<file path="src/rtl/regfile_port_arbiter_pkg.sv">
// Shared widths and op encoding for the register-file port arbiter.
package regfile_port_arbiter_pkg;

  localparam int unsigned DATA_W = 32;
  localparam int unsigned ADDR_W = 3;

  localparam logic OP_READ  = 1'b0;
  localparam logic OP_WRITE = 1'b1;

endpackage

</file>
<file path="src/rtl/regfile_port_arbiter_rr_arb2.sv">
// Two-way round-robin arbiter: one-hot grant, priority flips to the loser on conflict.
module rr_arb2 (
  input  logic clk,
  input  logic reset_n,
  input  logic req0_i,
  input  logic req1_i,
  output logic gnt0_o,
  output logic gnt1_o
);

  logic prio_q;
  logic prio_d;
  logic conflict;

  assign conflict = req0_i & req1_i;

  // Grant decode; priority only decides when both request.
  always_comb begin
    gnt0_o = 1'b0;
    gnt1_o = 1'b0;
    prio_d = prio_q;
    if (conflict) begin
      gnt0_o = ~prio_q;
      gnt1_o = prio_q;
      prio_d = ~prio_q;
    end else begin
      gnt0_o = req0_i;
      gnt1_o = req1_i;
    end
  end

  // Priority pointer, moves only on a conflict.
  always_ff @(posedge clk or negedge reset_n) begin
    if (!reset_n) begin
      prio_q <= 1'b0;
    end else begin
      prio_q <= prio_d;
    end
  end

endmodule

</file>
<file path="src/rtl/regfile_port_arbiter.sv">
// Shares the register-file write and read ports between two requesters.
module regfile_port_arbiter
  import regfile_port_arbiter_pkg::*;
(
  input  logic              clk,
  input  logic              reset_n,
  input  logic              req0_valid,
  input  logic              req0_we,
  input  logic [ADDR_W-1:0] req0_addr,
  input  logic [DATA_W-1:0] req0_wdata,
  output logic              req0_ready,
  input  logic              req1_valid,
  input  logic              req1_we,
  input  logic [ADDR_W-1:0] req1_addr,
  input  logic [DATA_W-1:0] req1_wdata,
  output logic              req1_ready,
  output logic              rsp0_valid,
  output logic [DATA_W-1:0] rsp0_data,
  output logic              rsp1_valid,
  output logic [DATA_W-1:0] rsp1_data,
  output logic              rf_we,
  output logic [ADDR_W-1:0] rf_wAddr,
  output logic [DATA_W-1:0] rf_wData,
  output logic [ADDR_W-1:0] rf_rAddr,
  input  logic [DATA_W-1:0] rf_rData
);

  logic wr_cand0, wr_cand1, rd_cand0, rd_cand1;
  logic wr_gnt0, wr_gnt1, rd_gnt0, rd_gnt1;
  logic wr_win0, wr_win1, rd_win0, rd_win1;

  logic              rsp0_valid_q, rsp1_valid_q;
  logic [DATA_W-1:0] rsp0_data_q,  rsp1_data_q;
  logic [DATA_W-1:0] rsp0_data_d,  rsp1_data_d;

  assign wr_cand0 = req0_valid & (req0_we == OP_WRITE);
  assign wr_cand1 = req1_valid & (req1_we == OP_WRITE);
  assign rd_cand0 = req0_valid & (req0_we == OP_READ);
  assign rd_cand1 = req1_valid & (req1_we == OP_READ);

  rr_arb2 u_wr_arb (
    .clk     (clk),
    .reset_n (reset_n),
    .req0_i  (wr_cand0),
    .req1_i  (wr_cand1),
    .gnt0_o  (wr_gnt0),
    .gnt1_o  (wr_gnt1)
  );

  rr_arb2 u_rd_arb (
    .clk     (clk),
    .reset_n (reset_n),
    .req0_i  (rd_cand0),
    .req1_i  (rd_cand1),
    .gnt0_o  (rd_gnt0),
    .gnt1_o  (rd_gnt1)
  );

  // No grant may be issued while reset is held.
  assign wr_win0 = wr_gnt0 & reset_n;
  assign wr_win1 = wr_gnt1 & reset_n;
  assign rd_win0 = rd_gnt0 & reset_n;
  assign rd_win1 = rd_gnt1 & reset_n;

  // Handshake and register-file port muxing from the winners.
  always_comb begin
    req0_ready = wr_win0 | rd_win0;
    req1_ready = wr_win1 | rd_win1;
    rf_we      = wr_win0 | wr_win1;
    rf_wAddr   = '0;
    rf_wData   = '0;
    rf_rAddr   = '0;
    if (wr_win0) begin
      rf_wAddr = req0_addr;
      rf_wData = req0_wdata;
    end else if (wr_win1) begin
      rf_wAddr = req1_addr;
      rf_wData = req1_wdata;
    end
    if (rd_win0) begin
      rf_rAddr = req0_addr;
    end else if (rd_win1) begin
      rf_rAddr = req1_addr;
    end
  end

  // Read data is captured only for the read winner; otherwise held.
  always_comb begin
    rsp0_data_d = rsp0_data_q;
    rsp1_data_d = rsp1_data_q;
    if (rd_win0) rsp0_data_d = rf_rData;
    if (rd_win1) rsp1_data_d = rf_rData;
  end

  // Registered response channel, one cycle after the read grant.
  always_ff @(posedge clk or negedge reset_n) begin
    if (!reset_n) begin
      rsp0_valid_q <= 1'b0;
      rsp1_valid_q <= 1'b0;
      rsp0_data_q  <= '0;
      rsp1_data_q  <= '0;
    end else begin
      rsp0_valid_q <= rd_win0;
      rsp1_valid_q <= rd_win1;
      rsp0_data_q  <= rsp0_data_d;
      rsp1_data_q  <= rsp1_data_d;
    end
  end

  assign rsp0_valid = rsp0_valid_q;
  assign rsp1_valid = rsp1_valid_q;
  assign rsp0_data  = rsp0_data_q;
  assign rsp1_data  = rsp1_data_q;

endmodule

</file>
<file path="config.mk">
export PLATFORM = sky130hd
export DESIGN_NAME = regfile_port_arbiter
export DESIGN_NICKNAME = d
export VERILOG_FILES = /design/src/rtl/regfile_port_arbiter_pkg.sv /design/src/rtl/regfile_port_arbiter_rr_arb2.sv /design/src/rtl/regfile_port_arbiter.sv
export SDC_FILE = /design/constraint.sdc
export NUM_CORES = 1
export LEC_CHECK = 0
export CAP_MARGIN = 20
export CORE_MARGIN = 3
export CORE_UTILIZATION = 36
export DETAILED_ROUTE_END_ITERATION = 10
export HOLD_SLACK_MARGIN = 0.06
export PLACE_DENSITY_LB_ADDON = 0.2
export SLEW_MARGIN = 40
export SYNTH_ARGS = -nofsm -noshare
export SYNTH_HDL_FRONTEND = slang
export SYNTH_HIERARCHICAL = 1
export SYNTH_SLANG_ARGS = --single-unit
</file>
<file path="constraint.sdc">
create_clock -name clk -period 2.17 [get_ports clk]
set_input_delay 0.3255 -clock clk [delete_from_list [all_inputs] [get_ports clk]]
set_output_delay 0.3255 -clock clk [all_outputs]
set_load 0.02 [all_outputs]
</file>
# == Word level (Yosys, flattened, before mapping) ==
# Index checks and enable logic that the tools add are counted.
# W data, S select, Z words.
# word_totals
register_bits,68
input_bits,108
out_inout_bits,107
wordCells,33
# op_classes
muxes,10
n_bitwise,17
# op_table
op,count
$mux W32,2
$mux W3,4
$and A1 B1 Y1,10
$mux W1,4
$not A1 Y1,4
$or A1 B1 Y1,3

# == Logic depth before layout (Yosys ltp) ==
# Gate-level depths: netlist of the first run.
# depth
depth_word,7
depth_mapped,6
depth_no_buf,5

# == Cells and area by module ==
# Netlist of the first run, hierarchy kept.
# modules_own_cells
mod,instances,cells_per_inst,area_per_inst_um2,seq_area_each_um2
regfile_port_arbiter,1,206,3037.9,1651.6
rr_arb2,2,6,56.3,25.0

# == Least setup slack after synthesis of the first run ==
# Ideal clock, no wire load.
# synth_path
kind,input port to output port
from,in req0_valid
to,out rf_wData[10]
arrival_ns,1.651
required_time_ns,1.845
setup_slack_ns,0.194
cell_stages,6
path_buffers,2
cell_sequence,and2_1 > a21boi_0 > and2_1 > buf_2 > buf_2 > a32o_1
# synth_between
elab_cells_between_ends,8
cone_classes,mux (4); bitwise (4)
# synth_rtl
element,line_no,rtl
start: declaration,regfile_port_arbiter.sv:7,"input logic req0_valid,"
$and A1 B1 Y1 (*),regfile_port_arbiter.sv:36,assign wr_cand0 = req0_valid & (req0_we == OP_WRITE);
$and A1 B1 Y1,regfile_port_arbiter_rr_arb2.sv:15,assign conflict = req0_i & req1_i;
$mux W1 (*),regfile_port_arbiter_rr_arb2.sv:22,if (conflict) begin
named net wr_gnt0,regfile_port_arbiter.sv:29,"logic wr_gnt0, wr_gnt1, rd_gnt0, rd_gnt1;"
$and A1 B1 Y1 (*),regfile_port_arbiter.sv:60,assign wr_win0 = wr_gnt0 & reset_n;
$mux W32 (*),regfile_port_arbiter.sv:73,if (wr_win0) begin
end: declaration,regfile_port_arbiter.sv:23,"output logic [DATA_W-1:0] rf_wData,"
# The timed path passes the listed nets; every way through them passes the cells marked *.

# == Worst setup path in the final report of the first run ==
# layout_path
from,reg u_wr_arb.prio_q
to,out rf_wData[5]
# layout_between
elab_chain_cells,4
elab_cells_between_ends,7
cone_classes,mux (4); bitwise (3)
# layout_rtl
element,line_no,rtl
start: declaration,regfile_port_arbiter_rr_arb2.sv:11,logic prio_q;
start signal: assignment,regfile_port_arbiter_rr_arb2.sv:37,prio_q <= prio_d;
$mux W1,regfile_port_arbiter_rr_arb2.sv:22,
named net wr_gnt1,regfile_port_arbiter.sv:29,
$and A1 B1 Y1,regfile_port_arbiter.sv:61,assign wr_win1 = wr_gnt1 & reset_n;
$mux W32,regfile_port_arbiter.sv:76,end else if (wr_win1) begin
$mux W32,regfile_port_arbiter.sv:73,
# The timed path passes the listed nets, and every way through them passes these cells.

==> metrics.yaml, run 1 <==
status: "completed"
synth-edff-count: 0
core-area_um2: 8340
dpl-instance-area_um2: 5440
grt_max_degree: 61
clock.fmax_mhz: 491
whs_ns: 0.194
drtIter0Drc: 62
insertion_delay_ns: 0.33
area_delta_synth_final_pct: 83.2
clk_pin_slew_worst_paths_ns: 0.07
leakage_nw: 2.54
fin_crit_sh: 0.939
final_nets: 556
yosysWarnings: 6
ys.flop_type: "dfrtp_1"
cap_violations: 0
gp_congestion: 0.767
worst_pin_slew_ns: 0.540
antenna_cells: 0
fp.dieH_um: 99.6
cts_buffers: 9
synth_top_area_share: 0.540
synth_nets: 326
grt_pass1_vias: 2944
final_antenna_net_count: 0
crit_fanout: 6
final_cell_mix: "clkdlybuf4s50_1, dfrtp_1, mux2_2, a32o_1, buf_4"
drive_gt1_frac: 0.355
grt_use_total: 0.205
worst-path-buf-inv: 3
ys_top_cells_by_area: "dfrtp_1, mux2_2, a32o_1"
cts.htree.levels: 3
yosys.area.top_type: "dfrtp_1"
drt_first_pass_iters: 4
clock_sinks: 68
synth-async-reset-ratio: 1.00
hold_violations: 0
fin_crit_ns: 2.04
cts_buffer_depth: 2
ir_drop_v: 0.000566
root_buffer: "clkbuf_8"
hold_path_class: "primary input to asynchronous set/reset pin"
ys_ff_latch: 68
avgRoutedWirePerCell_um: 19.4
ioPinCount: 215
skew_ns: 0.00830
rsz0062_at_grt: "no"
rrSetupSlack_ns: 0.54
final_core_util: 0.692
grt_pass1_wl_um: 15900
routed_wl_um: 10800
synth.distinct_cells: 23
start_util: 0.378
finalMaxSlewViolations: 0
dp_hpwl_um: 7990
cp-end-kind: "output port"
power_density_nw_per_um2: 852
antenna_found_initial: 0
grt_overflow: 0
cp_data_arrival_time_ns: 1.71
finalInstanceArea_um2: 5770
required_ns: 1.84
layout_commonest_cell: "clkdlybuf4s50_1"
setup_viol: 0
seq_area_frac_synth: 0.540
critPathKind: "flip-flop to output port"
setup_tns_ns: 0
vias: 2832
slowest_stage: "dfrtp_1"
die_w_um: 99.6
syn_inst: 218
cts_tree: "yes"
fp-row-count: 33
vias_per_cell: 5.08
io_buffers: 214
cp_top_family: "buffers and inverters"
synth.avg_cell_area_um2: 14.5
startpoint_type: "flip-flop"
slowest_delay_ns: 0.39
path_cells: "inv_1 > a21boi_4 > and2_4 > clkbuf_16 > a32o_1 > buf_4"
die-area_um2: 9910
relSlewSlack: 0.640
syn_area_um2: 3150
p_total_mw: 4.92
drc: 0
cells in the mapped netlist (3+ instances only):
master   instances
a32o_1          36
and2_1           4
buf_2            8
buf_6            6
dfrtp_1         68
inv_1            4
mux2_2          54
mux2_4          10
nand2_1          4
nor2b_1          3
o21a_1           3
registers in the layout (all words and copies together), names as in the netlist:
| register | flops |
|---|---|
| rsp0_data | 32 |
| rsp0_valid | 1 |
| rsp1_data | 32 |
| rsp1_valid | 1 |
| u_rd_arb/prio_q | 1 |
| u_wr_arb/prio_q | 1 |
where the power goes:
group	internal [mW]	switching [mW]	total, mW	leakage [nW]
combinational	1.17	0.943	2.11	1.65
clock	0.531	0.487	1.02	0.0927
sequential	1.61	0.182	1.79	0.804
routing by layer:
layer  part of all wire  global-route usage  vias to the layer above
li1                   -                   -                     1289
met1               0.39               0.248                     1402
met2               0.52               0.347                      117
met3              0.066              0.0603                       24
met4              0.026              0.0725                        0
met5                  0                   0                        -
repair_timing:
item | CTS | global route
gates resized for setup | 189 | 37
setup buffers | 0 | 1
hold buffers | 1 | 0
endpoints found under the setup margin | 41 | 40
endpoints found under the hold margin | 8 | 0
gates cloned | 1 | 4
worst register-to-register path: stages, from the launching register on:
cell	delay, ns
dfrtp_1	0.41
a21boi_0	0.19
buf_4	0.17
nand2_4	0.06
inv_2	0.09
buf_4	0.24
mux2_2	0.37
cells by family (layout without fill, tap and decap cells):
kind of cell	Yosys count	after routing	synth area share
multiplexers	64	64	0.241
AND/OR/NAND/NOR	16	16	0.0294
AO/OA/AOI/OAI	45	45	0.134
XOR/XNOR	2	2	0.00556
flip-flops	68	68	0.540
buffers and inverters	23	258	0.0500
stage by stage:
stage / std cells / setup WS [ns]
after floorplan: 218 / 0.194
after global placement: 535 / -0.637
after detailed placement: 535 / -0.693
after CTS: 553 / -0.00230
after global routing: 558 / 0.0451
final: 558 / 0.132
layout make-up:
class	count	area, um2
multi-input combinational	127	1370
inverter	5	18.8
clock inverter	6	63.8
fill	628	2570
timing repair buffer	237	2360
clock buffer	10	128
sequential	68	1700
tap	105	131
final timing paths:
check | endpoint | depth (start not counted) | from
max | rf_wData[5] | 6 | u_wr_arb/prio_q
min | rsp1_data[1] | 2 | reset_n
max reg2reg | rsp0_data[2] | 6 | u_rd_arb/prio_q
min reg2reg | rsp1_data[8] | 1 | rsp1_data[8]
max in group asynchronous | rsp1_data[10] | 3 | reset_n
min in group clk | u_rd_arb/prio_q | 4 | req1_we
No activity file was read; power rests on OpenSTA's default activity.
==> run 2, diff against run 1 <==
--- a/config.mk
+++ b/config.mk
@@ -6,7 +6,7 @@
 export NUM_CORES = 1
 export LEC_CHECK = 0
 export CAP_MARGIN = 20
-export CORE_MARGIN = 3
+export CORE_MARGIN = 4
 export CORE_UTILIZATION = 36
 export DETAILED_ROUTE_END_ITERATION = 10
 export HOLD_SLACK_MARGIN = 0.06
==> run 2 against run 1 <==
Net effect: worst setup slack worse by 0.051 ns; non-clock buffer count up 2; clock power about the same; total power down 0.85%; clock-buffer cell count unchanged; combinational power down 2%; sequential share of layout area up 0.50 points; hold slack worse by 0.068 ns; maximum frequency down 2.4%; clock skew up 0.0062 ns; critical path type is now primary input to output port; critical endpoint unchanged.
==> metrics.yaml, run 2 (same netlist as run 1, synthesis figures left out) <==
vias_per_cell: 5.03
crit_path_end: "rf_wData[5]"
r2r_cells: 6
hold_violations: 0
finalMaxSlewViolations: 0
power_frac_clock: 0.208
ioPinCount: 215
avgRoutedWirePerCell_um: 19.9
io_buffers: 214
cts_tree: "yes"
drive_gt1_frac: 0.352
die-area_um2: 10300
cts.htree.levels: 3
fp-row-count: 33
crit_fanout: 8
fp.dieH_um: 102
hold_path_class: "primary input to asynchronous set/reset pin"
vias: 2816
setup_viol: 0
startpoint: "req0_we"
cts_hold_buffers: 0
final_antenna_net_count: 0
p_int_mw: 3.29
startpoint_type: "primary input"
status: "completed"
r2r-start: "u_rd_arb/prio_q"
drtIter0Drc: 51
switching_share: 0.326
relSlewSlack: 0.641
area_delta_synth_final_pct: 80.1
clk_pin_slew_worst_paths_ns: 0.09
cts_buffer_depth: 2
grt_use_total: 0.208
layout_commonest_cell: "clkdlybuf4s50_1"
p_comb_frac: 0.425
grt_overflow: 0
rrSetupSlack_ns: 0.55
clock.fmax_mhz: 479
final_nets: 558
die_w_um: 102
reg2reg_to: "rsp0_data[3]"
drt_first_pass_iters: 5
rsz0062_at_grt: "no"
grt_pass1_wl_um: 16400
ir_drop_v: 0.000654
final_core_util: 0.677
skew_ns: 0.0145
gp_congestion: 0.761
antenna_found_initial: 0
required_ns: 1.84
core-area_um2: 8380
setup_tns_ns: 0
cts_buffers: 9
cp-end-kind: "output port"
critPathKind: "primary input to output port"
p_switching_mw: 1.59
grt_pass1_vias: 3011
start_util: 0.376
grt_max_degree: 44
final_cell_mix: "clkdlybuf4s50_1, dfrtp_1, mux2_2, buf_4, a32o_1"
fin_crit_sh: 0.963
drc: 0
power_density_nw_per_um2: 859
insertion_delay_ns: 0.33
fillCellCount: 651
leakage_nw: 2.48
p_seq_frac: 0.366
worst_pin_slew_ns: 0.538
root_buffer: "clkbuf_8"
fin_crit_ns: 2.09
cp_data_arrival_time_ns: 1.76
routed_wl_um: 11100
clock_sinks: 68
cap_violations: 0
dp_hpwl_um: 8620
antenna_cells: 0
[run 2: cell types whose count changed in the layout (fill, tap and decap cells not counted), moves of 3 or more]
cell	before	now
buf_2	14	10
a32o_2	8	3
clkbuf_16	3	0
buf_4	21	39
buf_6	16	10
a32o_1	28	33
[run 2: how the worst min path moves through the flow]
stage	start	to	slack, ns	depth (start not counted)
2_1_floorplan	reset_n	rsp0_data[0]	0.03	0
3_3_place_gp	reset_n	rsp1_data[31]	0.48	2
3_5_place_dp	reset_n	rsp1_data[31]	0.49	2
4_1_cts	reset_n	rsp1_data[24]	0.12	2
5_1_grt	reset_n	rsp0_data[25]	0.15	2
6_report	reset_n	rsp1_data[24]	0.13	2
[run 2: critical path, stage by stage]
cell and delay [ns]:
dlygate4sd2_1 0.26, and2_4 0.18, a21boi_2 0.15, buf_6 0.13
and2_4 0.19, buf_6 0.15, a32o_2 0.22, buf_4 0.16
[run 2: layout make-up]
class	instances	area, um2	share of cell area
Timing Repair Buffer	239	2300	0.405
Sequential cell	68	1700	0.300
Multi-Input combinational cell	127	1330	0.235
Tap cell	105	131	0.0231
Clock buffer	10	128	0.0225
Clock inverter	6	63.8	0.0112
Inverter	5	18.8	0.00331
[run 2: what timing repair did]
| action | CTS | global route |
|---|---|---|
| resized for setup | 217 | 10 |
| pin swaps | 1 | 1 |
| endpoints found under the setup margin | 41 | 38 |
| gates cloned | 4 | 1 |
| buffers inserted | 0 | 0 |
[run 2: power by group through the flow]
| stage | clock [mW] | sequential (mW) | combinational, mW |
|---|---|---|---|
| floorplan | 0 | 2.20 | 0.541 |
| global placement | 0 | 1.79 | 2.05 |
| detailed placement | 0 | 1.81 | 2.08 |
| CTS | 1.05 | 1.79 | 2.09 |
| global route | 1.11 | 1.84 | 2.19 |
| finish | 1.02 | 1.79 | 2.07 |
[run 2: per-stage QoR]
| step | total power, mW | worst slack (ns) | hold slack (ns) | std cells | instance area [um2] |
|---|---|---|---|---|---|
| 2_1_floorplan | 2.74 | 0.194 | 0.0299 | 218 | 3150 |
| 3_3_place_gp | 3.84 | -0.600 | 0.479 | 539 | 5480 |
| 3_5_place_dp | 3.89 | -0.669 | 0.488 | 539 | 5480 |
| 4_1_cts | 4.93 | -0.00838 | 0.123 | 559 | 5640 |
| 5_1_grt | 5.13 | 0.0420 | 0.150 | 560 | 5680 |
| 6_report | 4.87 | 0.0811 | 0.126 | 560 | 5680 |
[run 2: per-layer routing]
metal / wire length (um) / global-route usage / up-vias / part of all wire
li1: - / - / 1291 / -
met1: 4170 / 0.238 / 1402 / 0.37
met2: 5990 / 0.368 / 111 / 0.54
met3: 824 / 0.0634 / 12 / 0.074
met4: 155 / 0.0695 / 0 / 0.014
met5: 0 / 0 / - / 0
